**src/rtl/rvx_reset_halt_controller_if.sv**
```systemverilog
// Button/core-control bundle between a board top and the reset/halt sequencer.
// The master side owns the raw push-buttons; the slave side (the sequencer)
// drives the core-facing reset, halt and running indications.
interface rvx_reset_halt_controller_if;
   logic reset_button;   // raw, active-high, asynchronous to clock
   logic halt_button;    // raw, active-high, asynchronous to clock
   logic core_reset_n;   // active-low reset to the rvx core
   logic core_halt;      // halt request to the rvx core
   logic running;        // high while the reset sequencer is in RUN

   modport master (
      output reset_button,
      output halt_button,
      input  core_reset_n,
      input  core_halt,
      input  running
   );

   modport slave (
      input  reset_button,
      input  halt_button,
      output core_reset_n,
      output core_halt,
      output running
   );
endinterface

```
**src/rtl/rvx_reset_halt_controller.sv**
```systemverilog
// Board-level reset/halt sequencer placed directly in front of the rvx core.
// Each raw button is brought into the clock domain by a 2-FF synchroniser and
// then debounced by a stable-value register plus a consecutive-sample counter.
// The debounced reset button drives an ASSERT/HOLD/RUN sequencer that
// guarantees a minimum core reset pulse; the debounced halt button drives
// core_halt either as a level or as a press-to-toggle control.
module rvx_reset_halt_controller #(
   parameter int unsigned DEBOUNCE_CYCLES   = 120000,
   parameter int unsigned RESET_HOLD_CYCLES = 16,
   parameter bit          HALT_TOGGLE       = 1'b0
) (
   input  logic                             clock,
   input  logic                             reset_n,
   rvx_reset_halt_controller_if.slave       bus
);

   // Debounce counter must reach DEBOUNCE_CYCLES-1; hold counter must reach
   // RESET_HOLD_CYCLES-1 (a 1-bit counter is kept for the degenerate hold of 1).
   localparam int unsigned DB_W   = $clog2(DEBOUNCE_CYCLES + 1);
   localparam int unsigned HOLD_W = (RESET_HOLD_CYCLES > 1) ? $clog2(RESET_HOLD_CYCLES) : 1;

   localparam logic [DB_W-1:0]   DB_LAST   = DB_W'(DEBOUNCE_CYCLES - 1);
   localparam logic [HOLD_W-1:0] HOLD_LAST = HOLD_W'(RESET_HOLD_CYCLES - 1);

   // Bit positions of the two buttons in the per-button vectors.
   localparam int BTN_RST = 0;
   localparam int BTN_HLT = 1;

   typedef enum logic [1:0] {
      ST_ASSERT = 2'd0,
      ST_HOLD   = 2'd1,
      ST_RUN    = 2'd2
   } state_e;

   logic [1:0]            btn_s;
   logic [1:0]            sync1_q;
   logic [1:0]            sync2_q;
   logic [1:0]            stable_q;
   logic [1:0]            stable_d;
   logic [1:0][DB_W-1:0]  db_cnt_q;
   logic [1:0][DB_W-1:0]  db_cnt_d;

   state_e                state_q;
   logic [HOLD_W-1:0]     hold_cnt_q;
   logic                  core_reset_n_q;
   logic                  running_q;

   logic                  rst_db_s;
   logic                  hlt_db_s;
   logic                  hlt_prev_q;
   logic                  hlt_rise_s;
   logic                  enter_assert_s;
   logic                  core_halt_q;
   logic                  core_halt_d;

   assign btn_s = {bus.halt_button, bus.reset_button};

   // Two-stage synchroniser for both raw buttons; only sync2_q is consumed.
   always_ff @(posedge clock or negedge reset_n) begin
      if (!reset_n) begin
         sync1_q <= 2'b00;
         sync2_q <= 2'b00;
      end else begin
         sync1_q <= btn_s;
         sync2_q <= sync1_q;
      end
   end

   // Debounce next state: accept a change only after DEBOUNCE_CYCLES
   // consecutive differing samples; any agreeing sample restarts the count.
   always_comb begin
      stable_d = stable_q;
      db_cnt_d = db_cnt_q;
      for (int i = 0; i < 2; i++) begin
         if (sync2_q[i] == stable_q[i]) begin
            db_cnt_d[i] = '0;
         end else if (db_cnt_q[i] == DB_LAST) begin
            stable_d[i] = sync2_q[i];
            db_cnt_d[i] = '0;
         end else begin
            db_cnt_d[i] = db_cnt_q[i] + DB_W'(1);
         end
      end
   end

   // Debounce state registers.
   always_ff @(posedge clock or negedge reset_n) begin
      if (!reset_n) begin
         stable_q <= 2'b00;
         db_cnt_q <= '0;
      end else begin
         stable_q <= stable_d;
         db_cnt_q <= db_cnt_d;
      end
   end

   assign rst_db_s = stable_q[BTN_RST];
   assign hlt_db_s = stable_q[BTN_HLT];

   // Reset sequencer: ASSERT while the button is held, then a full uninterrupted
   // HOLD before RUN; core_reset_n and running are dedicated flops updated on
   // the transitions into and out of RUN.
   always_ff @(posedge clock or negedge reset_n) begin
      if (!reset_n) begin
         state_q        <= ST_ASSERT;
         hold_cnt_q     <= '0;
         core_reset_n_q <= 1'b0;
         running_q      <= 1'b0;
      end else begin
         case (state_q)
            ST_ASSERT: begin
               if (!rst_db_s) begin
                  state_q    <= ST_HOLD;
                  hold_cnt_q <= '0;
               end else begin
                  state_q    <= ST_ASSERT;
               end
            end
            ST_HOLD: begin
               if (rst_db_s) begin
                  // A new press aborts the hold; the pulse restarts from scratch.
                  state_q <= ST_ASSERT;
               end else if (hold_cnt_q == HOLD_LAST) begin
                  state_q        <= ST_RUN;
                  core_reset_n_q <= 1'b1;
                  running_q      <= 1'b1;
               end else begin
                  hold_cnt_q <= hold_cnt_q + HOLD_W'(1);
               end
            end
            ST_RUN: begin
               if (rst_db_s) begin
                  state_q        <= ST_ASSERT;
                  core_reset_n_q <= 1'b0;
                  running_q      <= 1'b0;
               end else begin
                  state_q <= ST_RUN;
               end
            end
            default: begin
               state_q        <= ST_ASSERT;
               hold_cnt_q     <= '0;
               core_reset_n_q <= 1'b0;
               running_q      <= 1'b0;
            end
         endcase
      end
   end

   // The sequencer moves to ASSERT exactly when the debounced reset is high
   // while it is in HOLD or RUN.
   assign enter_assert_s = rst_db_s && (state_q != ST_ASSERT);
   assign hlt_rise_s     = hlt_db_s && !hlt_prev_q;

   // Halt next state: level follow, or toggle on a debounced press while
   // running, with the clear on entering ASSERT taking priority.
   always_comb begin
      core_halt_d = core_halt_q;
      if (HALT_TOGGLE) begin
         if (enter_assert_s) begin
            core_halt_d = 1'b0;
         end else if (hlt_rise_s && (state_q == ST_RUN)) begin
            core_halt_d = ~core_halt_q;
         end else begin
            core_halt_d = core_halt_q;
         end
      end else begin
         core_halt_d = hlt_db_s;
      end
   end

   // Halt output flop and previous debounced halt value for edge detection.
   always_ff @(posedge clock or negedge reset_n) begin
      if (!reset_n) begin
         core_halt_q <= 1'b0;
         hlt_prev_q  <= 1'b0;
      end else begin
         core_halt_q <= core_halt_d;
         hlt_prev_q  <= hlt_db_s;
      end
   end

   assign bus.core_reset_n = core_reset_n_q;
   assign bus.running      = running_q;
   assign bus.core_halt    = core_halt_q;

endmodule

```
**src/flat_wrapper.sv**
```systemverilog
// flat-port wrapper written by rule: the top's interface ports become plain ports
module rvx_reset_halt_controller_flat 
#(
   parameter int unsigned DEBOUNCE_CYCLES   = 120000,
   parameter int unsigned RESET_HOLD_CYCLES = 16,
   parameter bit          HALT_TOGGLE       = 1'b0
)
  (clock, reset_n, bus_reset_button, bus_halt_button, bus_core_reset_n, bus_core_halt, bus_running);
  rvx_reset_halt_controller_if bus_i ();
  input  logic clock;
  input  logic reset_n;
  input wire logic [$bits(bus_i.reset_button)-1:0] bus_reset_button;
  input wire logic [$bits(bus_i.halt_button)-1:0] bus_halt_button;
  output wire logic [$bits(bus_i.core_reset_n)-1:0] bus_core_reset_n;
  output wire logic [$bits(bus_i.core_halt)-1:0] bus_core_halt;
  output wire logic [$bits(bus_i.running)-1:0] bus_running;
  assign bus_i.reset_button = bus_reset_button;
  assign bus_i.halt_button = bus_halt_button;
  assign bus_core_reset_n = bus_i.core_reset_n;
  assign bus_core_halt = bus_i.core_halt;
  assign bus_running = bus_i.running;
  rvx_reset_halt_controller #(.DEBOUNCE_CYCLES(DEBOUNCE_CYCLES), .RESET_HOLD_CYCLES(RESET_HOLD_CYCLES), .HALT_TOGGLE(HALT_TOGGLE)) u_core (.clock(clock), .reset_n(reset_n), .bus(bus_i));
endmodule
```
**config.mk**
```make
export PLATFORM = sky130hd
export DESIGN_NAME = rvx_reset_halt_controller_flat
export DESIGN_NICKNAME = d
export VERILOG_FILES = /design/src/rtl/rvx_reset_halt_controller_if.sv /design/src/rtl/rvx_reset_halt_controller.sv /design/src/flat_wrapper.sv
export SDC_FILE = /design/constraint.sdc
export NUM_CORES = 1
export LEC_CHECK = 0
export BUFFER_PORTS_ARGS = -buffer_cell sky130_fd_sc_hd__buf_2
export CAP_MARGIN = 30
export CORE_MARGIN = 3
export CORE_UTILIZATION = 61
export DETAILED_ROUTE_END_ITERATION = 7
export PLACE_DENSITY = 0.81
export SETUP_SLACK_MARGIN = 0.5
export SLEW_MARGIN = 5
export SYNTH_ARGS = -nofsm -noshare
export SYNTH_HDL_FRONTEND = slang
export SYNTH_SLANG_ARGS = --single-unit
```
**constraint.sdc**
```tcl
create_clock -name clock -period 2.2 [get_ports clock]
set_clock_uncertainty 0.15 [all_clocks]
set_input_delay 0.11 -clock clock [delete_from_list [all_inputs] [get_ports clock]]
set_output_delay 0.11 -clock clock [all_outputs]
set_load 0.01 [all_outputs]
```
# After elaboration in Yosys (flattened, before gate mapping)
# Index checks and enable logic that the tools add are counted.
word_totals:
  memories: 0
  rom_bits: 0
  wordCells: 52
  ram_bits: 0
  out_inout_bits: 3
  regBits: 48
  latch_bits: 0
  input_bits: 4
classes:
  order_cmp: 0
  bitwise: 4
  n_mux: 17
  mul: 0
  div_mod_pow: 0
  eq_ne: 13
  addsub: 3
  n_reduce_logical: 5
  shift: 0
ops:
  columns: ["operator", "n"]
  rows:
  - ["17-bit two-way mux", 4]
  - ["17-bit by 1-bit adder with 17-bit output (second input constant)", 2]
  - ["17-bit == test (second input constant)", 2]
  - ["4-bit two-way mux", 3]
  - ["4-bit case mux with 3 select lines", 1]
  - ["4-bit AND reduction", 2]
  - ["2-bit two-way mux", 3]
  - ["2-bit inequality test (second input constant)", 3]
  - ["2-bit case mux with 3 select lines", 1]
  - ["4-bit by 1-bit adder with 4-bit output (second input constant)", 1]
  - ["4-bit == test (second input constant)", 1]
  - ["1-bit two-way mux", 4]
  - ["2-bit by 1-bit inequality test with 1-bit output (second input constant)", 2]
  - ["1-bit inverter", 4]
  - ["2-bit AND reduction", 2]
  - ["3-bit by 1-bit inequality test with 1-bit output (second input constant)", 1]
  - ["1-bit case mux with 3 select lines", 1]
  - ["1-bit == test", 2]
  - ["2-bit by 1-bit == test with 1-bit output (second input constant)", 1]
  - ["2-bit == test (second input constant)", 1]
  - ["2-bit logical NOT", 1]

# Depth between registers and ports, before layout
# Gate-level depths: netlist of run 1.
depth:
  ltp_word: 4
  mapped_depth: 7

# Worst setup path before layout of run 1
# No wires, ideal clock.
synth_timing:
  kind: "register to register"
  startpoint: "register u_core.hold_cnt_q[0]"
  endpoint: "register u_core.hold_cnt_q[3]"
  synth_period_minus_slack_ns: 1.701
  setup_time_ns: 0.069
  n_path_buf: 0
  setup_slack_ns: 0.499
  t_arrival_ns: 1.482
  path_stages_with_launch: 6
  path_cell_list: "dfrtp_1 -> ha_1 -> nand3_1 -> a21oi_1 -> or4_1 -> nand3_1"
synth_via:
  elab_chain_len: 4
  word_cells_on_any_way: 7
  classes_between: "add/sub (1); eq/ne (2); mux (3); reduce/logical (1)"
synth_lines:
  columns: ["item", "line_no", "rtl"]
  rows:
  - ["from (decl)", "rvx_reset_halt_controller.sv:44", "logic [HOLD_W-1:0] hold_cnt_q;"]
  - ["from (signal assigned)", "rvx_reset_halt_controller.sv:128", "hold_cnt_q <= hold_cnt_q + HOLD_W'(1);"]
  - ["4-bit by 1-bit adder with 4-bit output", "rvx_reset_halt_controller.sv:128", null]
  - ["4-bit two-way mux", "rvx_reset_halt_controller.sv:123", "end else if (hold_cnt_q == HOLD_LAST) begin"]
  - ["4-bit two-way mux", "rvx_reset_halt_controller.sv:120", "if (rst_db_s) begin"]
  - ["4-bit case mux with 3 select lines", "rvx_reset_halt_controller.sv:110", "case (state_q)"]
# Parallel ways exist; a longest one is shown, timed or not. The select of a mux whose other input is x is not followed.
# A chain may end at the register's enable or synchronous reset.

# Worst setup path after layout of run 1
layout_timing:
  startpoint: "register u_core.db_cnt_q[27] (netlist bit)"
  endpoint: "register u_core.stable_q[1]"
layout_via:
  elab_chain_len: 2
layout_lines:
  columns: ["item", "line_no", "rtl"]
  rows:
  - ["from (decl)", "rvx_reset_halt_controller.sv:40", "logic [1:0][DB_W-1:0] db_cnt_q;"]
  - ["from (signal assigned)", "rvx_reset_halt_controller.sv:93", "db_cnt_q <= db_cnt_d;"]
  - ["17-bit == test", "rvx_reset_halt_controller.sv:77", "end else if (db_cnt_q[i] == DB_LAST) begin"]
  - ["2-bit AND reduction (no line)", null, null]
  - ["to (signal assigned)", "rvx_reset_halt_controller.sv:92", "stable_q <= stable_d;"]
  - ["to (decl)", "rvx_reset_halt_controller.sv:38", "logic [1:0] stable_q;"]
# No other way between the ends.

==> summary.md, run 1 <==
| Metric | Value |
|---|---|
| Number of nets produced by synthesis | 250 |
| Number of vias per cell after detailed routing | 6.038 |
| Count of final hold-check violations | 0 |
| Design area | 2918 um2 |
| Number of slew-limit violations in the final report | 0 |
| Leakage | 1.193 nW |
| Yosys synthesis warning count | 0 |
| Clock sink count | 48 |
| TritonRoute pass-1 iters | 4 |
| Number of clock buffers inserted by TritonCTS | 5 |
| Worst-margin pin slew | 0.4988 ns |
| Fraction of layout instances using a drive strength above 1 | 0.2491 |
| Starting DRT DRC Count | 132 |
| Peak supply drop | 0.0003861 V |
| Filler Cells Inserted | 204 |
| CTS tree | done |
| Number of antenna violations at the first check in global routing | 0 |
| Cell area after technology mapping | 2410 um2 |
| Cell area after placement | 2464 um2 |
| Clock period minus worst slack | 1.715 ns |
| DP Wirelength | 2.821 mm |
| Arrival time reported for the critical path endpoint | 1.77 ns |
| Number of setup violations in the final report | 0 |
| Kind of critical path | register to register |
| Core Area | 3744 um2 |
| CTS max path bufs | 2 |
| Starting utilization of the core area | 0.6437 |
| Die outline height | 68.86 um |
| Wire length of the first global-routing pass | 7.583 mm |
| Floorplan die width | 68.86 um |
| Clock-pin slew reported for the worst setup and hold paths after clock tree synthesis | 0.10 ns |
| Post-synthesis sequential area ratio | 0.4984 |
| Average cell area after synthesis | 10.08 um2 |
| Weighted congestion at the end of routability-driven global placement | 0.8107 |
| Area growth, synth to finish | 21.08% |
| Number of core rows | 22 |
| Result of the run | completed |
| Synthesized instance count | 239 |
| Residual DRC | 0 |
| Cell chosen for the clock root | clkbuf_8 |
| All-Layer GR Usage | 0.2180 |
| Unrepaired setup endpoints after global routing | yes |
| Hold Worst Slack | 0.1392 ns |
| Number of max-cap violations | 0 |
| Via count of the first global-routing pass | 1713 |
| Setup tns final | 0 ns |
| Number of storage elements in the synthesis netlist | 48 |
| Maximum number of pins on one net before global-route repair | 29 |
| IO buf count | 6 |
| Pwr dens | 532.4 nW/um2 |
| Post-synth cell types | 33 |
| Post-route ant nets | 0 |
| Antenna diode count | 0 |
| Count of vias placed by the detailed router | 1914 |
| Startpoint class of the critical path | register |
| Hold Path Class | primary input to asynchronous set/reset pin |
| Final net count | 279 |
| Wire per inst | 16.87 um |
| GRT Residual Overflow | 0 |
| Total Die Area | 4741 um2 |
| Worst rel slew slack | 0.6675 |
| Clk_lat worst skew | 0.31 ns |
| Peak Freq | 582.9 MHz |
| Htree depth | 2 |
| # IOs | 7 |
| WP data required | 2.26 ns |
| Critical path peak fanout | 3 |
| Fin crit share | 0.7798 |
| Routed Wire Length | 5.348 mm |
| Crit path capture type | register |
==> flip-flops by register name (all words and copies together), names as in the netlist <==
register	cells
u_core.bus.core_reset_n	1
u_core.bus.core_halt	1
u_core.hold_cnt_q	4
u_core.state_q	2
u_core.sync2_q	2
u_core.sync1_q	2
u_core.stable_q	2
u_core.db_cnt_q	34
==> synthesized netlist by cell type, drive strengths merged <==
| cell type | instances | area (um2) |
|---|---|---|
| and3 | 4 | 25.02 |
| mux2i | 1 | 10.01 |
| nor3 | 3 | 15.01 |
| nor2b | 1 | 6.260 |
| nor4b | 3 | 26.28 |
| a21oi | 5 | 25.02 |
| nor4bb | 2 | 20.02 |
| inv | 10 | 37.54 |
| o22ai | 1 | 6.260 |
| nand3 | 21 | 110.1 |
| nor2 | 38 | 142.6 |
| nor4 | 11 | 68.82 |
| xor2 | 15 | 131.4 |
| xnor2 | 17 | 148.9 |
| mux2 | 2 | 22.52 |
| nand2b | 2 | 12.51 |
| nand4 | 15 | 100.1 |
| nand2 | 8 | 30.03 |
| ha | 7 | 87.58 |
| a22o | 2 | 17.52 |
| buf | 7 | 50.05 |
| o21ai | 8 | 62.56 |
| and4 | 2 | 18.77 |
| nand3b | 2 | 15.01 |
| clkbuf | 3 | 11.26 |
| dfrtp | 48 | 1201 |
| or4 | 1 | 7.510 |
==> through the flow <==
step,total power (W),instances,utilization,setup WS (ns)
2_1_floorplan,0.0009551,239,-,0.5328
3_3_place_gp,0.0009841,284,0.6581,0.4169
3_5_place_dp,0.0009854,284,0.6581,0.3593
4_1_cts,0.001551,308,0.7286,0.4338
5_1_grt,0.001615,317,0.7794,0.4159
6_report,0.001553,317,0.7794,0.4845
==> final timing paths <==
kind | from | end | slack, ns | cells after the start
setup / recovery | u_core.db_cnt_q[27]$_DFF_PN0_ | u_core.stable_q[1]$_DFFE_PN0P_ | 0.48 | 4
hold / removal | reset_n | u_core.db_cnt_q[16]$_DFF_PN0_ | 0.14 | 2
setup reg to reg | u_core.db_cnt_q[27]$_DFF_PN0_ | u_core.stable_q[1]$_DFFE_PN0P_ | 0.48 | 4
hold reg to reg | u_core.sync1_q[1]$_DFF_PN0_ | u_core.sync2_q[1]$_DFF_PN0_ | 0.19 | 0
max in group asynchronous | reset_n | u_core.sync1_q[1]$_DFF_PN0_ | 1.24 | 3
min in group clock | u_core.sync1_q[1]$_DFF_PN0_ | u_core.sync2_q[1]$_DFF_PN0_ | 0.19 | 0
==> final cells by class <==
type | instances | area [um2] | share of cell area
clock inverter | 2 | 15.01 | 0.005146
multi-input combinational | 171 | 1250 | 0.4284
sequential | 48 | 1207 | 0.4138
timing repair buffer | 32 | 265.3 | 0.09091
tap | 48 | 60.06 | 0.02058
clock buffer | 6 | 82.58 | 0.02830
inverter | 10 | 37.54 | 0.01286
==> power breakdown <==
part | internal, W | total (W) | leakage [nW] | switching (W)
registers | 0.000894 | 0.000913 | 0.617 | 0.0000186
logic | 0.0000334 | 0.0000795 | 0.533 | 0.0000461
clock network | 0.000255 | 0.000561 | 0.0434 | 0.000306
==> placed cells by master, fill, tap and decap left out, types with 4 or more instances in the layout <==
cell type / instances
and3_1: 4
buf_2: 6
buf_4: 19
clkbuf_8: 6
dfrtp_1: 43
dfrtp_2: 5
ha_4: 4
inv_1: 8
nand2_1: 8
nand3_1: 19
nand4_1: 14
nor2_1: 37
nor4_1: 7
nor4_2: 4
o21ai_0: 6
xnor2_1: 17
xor2_1: 15
==> logic make-up after synthesis <==
logic type,synth area share
flip-flops,0.4984
multiplexers,0.01350
adder cells (fa/ha/maj),0.03634
AO/OA/AOI/OAI,0.04621
XOR/XNOR,0.1163
AND/OR/NAND/NOR,0.2482
buffers and inverters,0.04102
==> worst max-delay path, cell delays in order, from the launching register on <==
cell and delay, ns:
dfrtp_1 0.42, nor4bb_4 0.34, nand4_1 0.22, nor2_2 0.18
mux2_4 0.31
==> routing by layer <==
metal,routed length (um),vias up,track usage
li1,-,883,-
met1,2237,951,0.2702
met2,2741,58,0.3631
met3,209,22,0.04376
met4,159,0,0.1046
met5,0,-,0
==> repair_timing <==
action	in CTS	in global routing
endpoints found under the setup margin	39	37
pin swaps	6	9
hold buffers	3	0
hold endpoints to repair	36	0
setup buffers	13	9
gates resized for setup	7	25
(Power assumes the default switching activity.)
==> inputs of run 2 (changes only) <==
--- a/config.mk
+++ b/config.mk
@@ -8,9 +8,9 @@
 export BUFFER_PORTS_ARGS = -buffer_cell sky130_fd_sc_hd__buf_2
 export CAP_MARGIN = 30
 export CORE_MARGIN = 3
-export CORE_UTILIZATION = 61
+export CORE_UTILIZATION = 55
 export DETAILED_ROUTE_END_ITERATION = 7
-export PLACE_DENSITY = 0.81
+export PLACE_DENSITY = 0.78
 export SETUP_SLACK_MARGIN = 0.5
 export SLEW_MARGIN = 5
 export SYNTH_ARGS = -nofsm -noshare
==> constraint.sdc (replaced) <==
create_clock -name clock -period 1.4 [get_ports clock]
set_clock_uncertainty 0.15 [all_clocks]
set_input_delay 0.07 -clock clock [delete_from_list [all_inputs] [get_ports clock]]
set_output_delay 0.07 -clock clock [all_outputs]
set_load 0.01 [all_outputs]
==> summary.md, run 2 (same netlist as run 1, synthesis figures left out) <==
| Metric | Value |
|---|---|
| CP delay by family, top | simple AND/OR/NAND/NOR gates |
| Number of vias per cell after detailed routing | 6.416 (+6.3%) |
| Highest-count cells in the layout ignoring fill and taps | 60 x buf_4, 48 x dfrtp_1, 22 x nor2_1 |
| Fin crit share | 1.392 (+0.6125) |
| Result of the run | complete, but fails checks |
| Weighted congestion at the end of routability-driven global placement | 0.8191 (+1.0%) |
| Critical path buffers and inverters | 0 (unchanged) |
| Worst rel slew slack | 0.7247 (+0.05722) |
| Peak supply drop | 0.0009688 V (+150%) |
| Critical path peak fanout | 2 (-1) |
| Clock-pin slew reported for the worst setup and hold paths after clock tree synthesis | 0.10 ns (about the same) |
| Die outline height | 72.19 um (+4.8%) |
| Number of max-cap violations | 0 (unchanged) |
| Final setup margin | -0.5492 ns (-1.034 ns) |
| Count of final hold-check violations | 0 (unchanged) |
| Antenna diode count | 0 (unchanged) |
| Overall power of the completed layout | 0.002839 W (+83%) |
| Unrepaired setup endpoints after global routing | yes |
| Crit-path cells | nor4bb_2, nand4_1, nor2_1, mux2_4 |
| Number of standard cells in the final layout excluding fillers | 368 (+16%) |
| Via count of the first global-routing pass | 2370 (+38%) |
| Residual DRC | 0 (unchanged) |
| Cell chosen for the clock root | clkbuf_8 |
| Area growth, synth to finish | 47.40% |
| Leakage | 1.550 nW (+30%) |
| Crit path capture type | register |
| CTS tree | done |
| Final net count | 328 (+18%) |
| Flip-flop count of the largest register after layout | 34 (unchanged) |
| IO buf count | 6 (unchanged) |
| Starting DRT DRC Count | 258 (+95%) |
| Arrival time reported for the critical path endpoint | 2.01 ns (+0.24 ns) |
| Number of setup violations in the final report | 43 (+43) |
| Number of core rows | 23 (+4.5%) |
| TritonRoute pass-1 iters | 5 (+1) |
| Number of antenna violations at the first check in global routing | 0 (unchanged) |
| GRT Residual Overflow | 0 (unchanged) |
| Most frequent standard cell in the layout excluding fill and tap cells | buf_4 |
| WP data required | 1.46 ns (-0.80 ns) |
| Peak Freq | 513.0 MHz (-12%) |
| Wire length of the first global-routing pass | 11.52 mm (+52%) |
| Pwr dens | 799.3 nW/um2 (+50%) |
| Routed Wire Length | 8.401 mm (+57%) |
| Fraction of layout instances using a drive strength above 1 | 0.4623 (+0.2132) |
| Number of clock buffers inserted by TritonCTS | 5 (unchanged) |
| Htree depth | 2 (unchanged) |
| Total Die Area | 5211 um2 (+9.9%) |
| Slowest CP cell | dfrtp_1 |
| Most flops, register | u_core.db_cnt_q |
| Worst-margin pin slew | 0.4092 ns (-0.08960 ns) |
| Clk_lat worst skew | 0.31 ns (about the same) |
| Violated checks | negative setup slack |
| CTS max path bufs | 2 (unchanged) |
| Startpoint class of the critical path | register |
| DP Wirelength | 3.421 mm (+21%) |
| Placed Instances | 345 (+21%) |
| Kind of critical path | register to register |
| Share of the core filled with cells | 0.8632 (+0.08377) |
| # IOs | 7 (unchanged) |
| All-Layer GR Usage | 0.2944 (+0.07639) |
| Wire per inst | 22.83 um (+35%) |
| Highest cell delay on the worst timing path | 0.46 ns (+0.04 ns) |
| Starting utilization of the core area | 0.5856 (-0.05813) |
| Clock sink count | 48 (unchanged) |
| Hold Path Class | primary input to asynchronous set/reset pin |
| Floorplan die width | 72.19 um (+4.8%) |
| Registers with the highest flip-flop counts | u_core.db_cnt_q (34), u_core.hold_cnt_q (4) |
| Number of slew-limit violations in the final report | 0 (unchanged) |
| Maximum number of pins on one net before global-route repair | 29 (unchanged) |
| Core Area | 4115 um2 (+9.9%) |
| Count of vias placed by the detailed router | 2361 (+23%) |
| Clock period minus worst slack | 1.949 ns (+0.2338 ns) |
| Post-route ant nets | 0 (unchanged) |
-- run 2: cell types whose count changed in the layout (fill, tap and decap cells not counted), sizes merged --
cell and change:
clkinvlp -2, bufinv +2, buf +49, clkbuf -1
inv +1
-- run 2: worst paths after layout --
check | from | to | slack [ns] | cells after the start
setup / recovery | u_core.db_cnt_q[26]$_DFF_PN0_ | u_core.stable_q[1]$_DFFE_PN0P_ | -0.55 | 4
hold / removal | reset_n | u_core.bus.core_halt$_DFF_PN0_ | 0.16 | 3
setup reg to reg | u_core.db_cnt_q[26]$_DFF_PN0_ | u_core.stable_q[1]$_DFFE_PN0P_ | -0.55 | 4
hold reg to reg | u_core.sync1_q[1]$_DFF_PN0_ | u_core.sync2_q[1]$_DFF_PN0_ | 0.23 | 0
max in group asynchronous | reset_n | u_core.db_cnt_q[1]$_DFF_PN0_ | 0.61 | 3
min in group clock | u_core.sync1_q[1]$_DFF_PN0_ | u_core.sync2_q[1]$_DFF_PN0_ | 0.23 | 0
-- run 2: stage by stage --
stage	setup slack [ns]	hold slack [ns]	instance area [um2]	TNS [ns]
after floorplan	-0.1796	-0.3756	2500	-3.569
after global placement	-0.2396	-0.09127	2970	-6.872
after detailed placement	-0.2897	-0.08916	2970	-8.565
after CTS	-0.2877	0.1110	3405	-8.622
after global routing	-0.5245	0.1592	3552	-18.43
final	-0.5492	0.1566	3552	-17.62
-- run 2: repair_timing --
| item | 4_1_cts | 5_1_grt |
|---|---|---|
| cloned | 1 | 0 |
| endpoints found under the hold margin | 50 | 0 |
| setup endpoints to repair | 46 | 46 |
| pin swaps | 17 | 8 |
| hold buffers | 3 | 0 |
| setup buffers | 8 | 3 |
| gates resized for setup | 51 | 24 |
-- run 2: final cells by class --
cell class | instances | area, um2
inverters | 10 | 37.54
well taps | 50 | 62.56
clock buffers | 5 | 68.82
multi-input cells | 171 | 1453
clock inverters | 3 | 68.82
flip-flops and latches | 48 | 1201
repair buffers | 81 | 660.6
fillers | 173 | 563.0
-- run 2: metal layers --
layer | global-route usage | wire, um
met1 | 0.3361 | 3145
met5 | 0 | 0
met4 | 0.1587 | 410
met2 | 0.5116 | 4154
met3 | 0.06371 | 691
-- run 2: worst min-delay path, delay by kind of cell --
kind                   cells  cell delay, ns
buffers and inverters      3            0.94
-- run 2: report_power, final --
part	internal (W)	leakage, nW	switching, W	total (W)
Combinational	0.0000773	0.856	0.000109	0.000186
Clock	0.000719	0.0687	0.000513	0.00123
Sequential	0.00141	0.625	0.0000156	0.00142
==> inputs of run 3 (changes only) <==
--- a/config.mk
+++ b/config.mk
@@ -6,10 +6,10 @@
 export NUM_CORES = 1
 export LEC_CHECK = 0
 export BUFFER_PORTS_ARGS = -buffer_cell sky130_fd_sc_hd__buf_2
-export CAP_MARGIN = 30
 export CORE_MARGIN = 3
 export CORE_UTILIZATION = 55
 export DETAILED_ROUTE_END_ITERATION = 7
+export MAX_ROUTING_LAYER = met4
 export PLACE_DENSITY = 0.78
 export SETUP_SLACK_MARGIN = 0.5
 export SLEW_MARGIN = 5
==> summary.md, run 3 (same netlist as run 1, synthesis figures left out) <==
| Metric | Value |
|---|---|
| Slowest CP cell | dfrtp_1 |
| Peak supply drop | 0.0009754 V (+0.68%) |
| Floorplan die width | 72.19 um (unchanged) |
| Maximum number of pins on one net before global-route repair | 29 (unchanged) |
| Filler Cells Inserted | 149 (-14%) |
| Starting utilization of the core area | 0.5856 (unchanged) |
| Residual DRC | 0 (unchanged) |
| Total Die Area | 5211 um2 (unchanged) |
| Number of vias per cell after detailed routing | 6.509 (+1.5%) |
| Hold Path Class | primary input to asynchronous set/reset pin |
| Flip-flop count of the largest register after layout | 34 (unchanged) |
| Kind of critical path | register to register |
| Capture point of the worst reg-to-reg path | u_core.db_cnt_q[29]$_DFF_PN0_ |
| Met1 Use GR | 0.3324 (-0.003633) |
| Core Area | 4115 um2 (unchanged) |
| Clock period minus worst slack | 1.869 ns (-0.07976 ns) |
| Result of the run | complete, but fails checks |
| Critical path peak fanout | 5 (+3) |
| Wire per inst | 23.15 um (+1.4%) |
| CTS tree | done |
| Leakage | 1.556 nW (+0.39%) |
| Cell area after placement | 2970 um2 (unchanged) |
| Registers with the highest flip-flop counts | u_core.db_cnt_q (34), u_core.hold_cnt_q (4) |
| Most used routing layer | met2 |
| Number of setup violations in the final report | 43 (unchanged) |
| Fraction of layout instances using a drive strength above 1 | 0.4639 (+0.001686) |
| All-Layer GR Usage | 0.3026 (+0.008248) |
| Routed Wire Length | 8.543 mm (+1.7%) |
| Number of core rows | 23 (unchanged) |
| IO buf count | 6 (unchanged) |
| Crit-path cells | nor4bb_2, nand4_1, o21ai_4, buf_6, nor2_4 |
| Fraction of met3 tracks used by global routing | 0.06510 (+0.001385) |
| CTS max path bufs | 2 (unchanged) |
| Final setup margin | -0.4695 ns (+0.07976 ns) |
| # IOs | 7 (unchanged) |
| Most flops, register | u_core.db_cnt_q |
| Starting DRT DRC Count | 240 (-7.0%) |
| Crit path capture type | register |
| Unrepaired setup endpoints after global routing | yes |
| Number of slew-limit violations in the final report | 0 (unchanged) |
| Clock-pin slew reported for the worst setup and hold paths after clock tree synthesis | 0.10 ns (about the same) |
| Clock sink count | 48 (unchanged) |
| Startpoint of the most critical setup path | u_core.db_cnt_q[26]$_DFF_PN0_ |
| Htree depth | 2 (unchanged) |
| Post-route ant nets | 0 (unchanged) |
| Pwr dens | 796.2 nW/um2 (-0.38%) |
| Wire length of the first global-routing pass | 11.51 mm (-0.12%) |
| Highest-count cells in the layout ignoring fill and taps | 60 x buf_4, 48 x dfrtp_1, 22 x nor2_1 |
| Die outline height | 72.19 um (unchanged) |
| Number of max-cap violations | 0 (unchanged) |
| Clk_lat worst skew | 0.32 ns (about the same) |
| Count of vias placed by the detailed router | 2402 (+1.7%) |
| Cell chosen for the clock root | clkbuf_8 |
| Number of clock buffers inserted by TritonCTS | 5 (unchanged) |
| Area growth, synth to finish | 47.87% |
| GRT Residual Overflow | 0 (unchanged) |
| Final net count | 329 (+0.30%) |
| Design area | 3563 um2 (+0.32%) |
| Most frequent standard cell in the layout excluding fill and tap cells | buf_4 |
| Met2 GRT Util | 0.5126 (+0.001011) |
| Critical register-to-register path startpoint | u_core.db_cnt_q[26]$_DFF_PN0_ |
| Weighted congestion at the end of routability-driven global placement | 0.8314 (+1.5%) |
| WP data required | 1.45 ns (about the same) |
| Number of standard cells in the final layout excluding fillers | 369 (+0.27%) |
| TritonRoute pass-1 iters | 5 (unchanged) |
| Highest cell delay on the worst timing path | 0.45 ns (about the same) |
| DP Wirelength | 3.421 mm (unchanged) |
| Count of final hold-check violations | 0 (unchanged) |
| Arrival time reported for the critical path endpoint | 1.92 ns (-0.09 ns) |
| Violated checks | negative setup slack |
| Peak Freq | 534.9 MHz (+4.3%) |
| Worst Reg2Reg Path Length in Cells | 5 (+1) |
| Capturing element of the worst setup path | u_core.db_cnt_q[29]$_DFF_PN0_ |
| Via count of the first global-routing pass | 2377 (+0.30%) |
| Number of antenna violations at the first check in global routing | 0 (unchanged) |
| Worst rel slew slack | 0.6934 (-0.03128) |
| Startpoint class of the critical path | register |
| Fin crit share | 1.335 (-0.05697) |
| Worst-margin pin slew | 0.4566 ns (+0.04742 ns) |
| Antenna diode count | 0 (unchanged) |
| Reg-to-reg slack, setup | -0.47 ns (+0.08 ns) |
| Placed Instances | 345 (unchanged) |
[run 3: worst max-delay path, delay by kind of cell, from the launching register on]
kind,cells,cell delay [ns]
buffers and inverters,1,0.20
DFF,1,0.45
AOI/OAI and AO/OA,1,0.30
and+or+nand+nor,3,0.66
[run 3: worst min-delay path by stage]
stage	start	slack, ns	to
global placement	reset_n	-0.09	u_core.hold_cnt_q[3]$_DFFE_PN0P_
global route	reset_n	0.14	u_core.db_cnt_q[22]$_DFF_PN0_
finish	reset_n	0.12	u_core.hold_cnt_q[2]$_DFFE_PN0P_
CTS	reset_n	0.11	u_core.db_cnt_q[24]$_DFF_PN0_
floorplan	reset_n	-0.38	u_core.bus.core_halt$_DFF_PN0_
detailed placement	reset_n	-0.09	u_core.hold_cnt_q[3]$_DFFE_PN0P_
[run 3: metal layers]
| metal | vias to the layer above | wire (um) |
|---|---|---|
| met5 | - | 0 |
| met4 | 0 | 502 |
| met3 | 59 | 669 |
| met2 | 185 | 4196 |
| met1 | 1171 | 3174 |
| li1 | 987 | - |
[run 3: layout make-up]
cell class / instances / area, um2 / area share
Tap cell: 50 / 62.56 / 0.01756
Inverter: 10 / 37.54 / 0.01053
Timing Repair Buffer: 82 / 671.9 / 0.1886
Clock buffer: 5 / 68.82 / 0.01931
Multi-Input combinational cell: 171 / 1453 / 0.4077
Sequential cell: 48 / 1201 / 0.3371
Clock inverter: 3 / 68.82 / 0.01931
[run 3: power by group]
part | internal, W | switching [W] | leakage, nW | total [W]
registers | 0.00141 | 0.0000159 | 0.625 | 0.00142
logic | 0.0000774 | 0.000112 | 0.862 | 0.000190
clock network | 0.000719 | 0.000508 | 0.0687 | 0.00123
total | 0.00220 | 0.000636 | 1.56 | 0.00284
[run 3: repair_timing]
item                       CTS  global route
hold endpoints to repair    50             0
gates resized for setup     51            25
gates cloned                 1             0
setup endpoints to repair   46            46
buffers inserted             8             4
pin swaps                   17            10
hold buffers                 3             0
[run 3: metrics by stage]
stage	total power [W]	setup slack, ns	hold WS, ns	utilization	TNS (ns)
6_report	0.002837	-0.4695	0.1205	0.8659	-16.22
5_1_grt	0.002913	-0.4984	0.1409	0.8659	-17.47
4_1_cts	0.002809	-0.2877	0.1110	0.8273	-8.622
3_5_place_dp	0.001596	-0.2897	-0.08916	0.7218	-8.565
3_3_place_gp	0.001590	-0.2396	-0.09127	0.7218	-6.872
2_1_floorplan	0.001505	-0.1796	-0.3756	-	-3.569
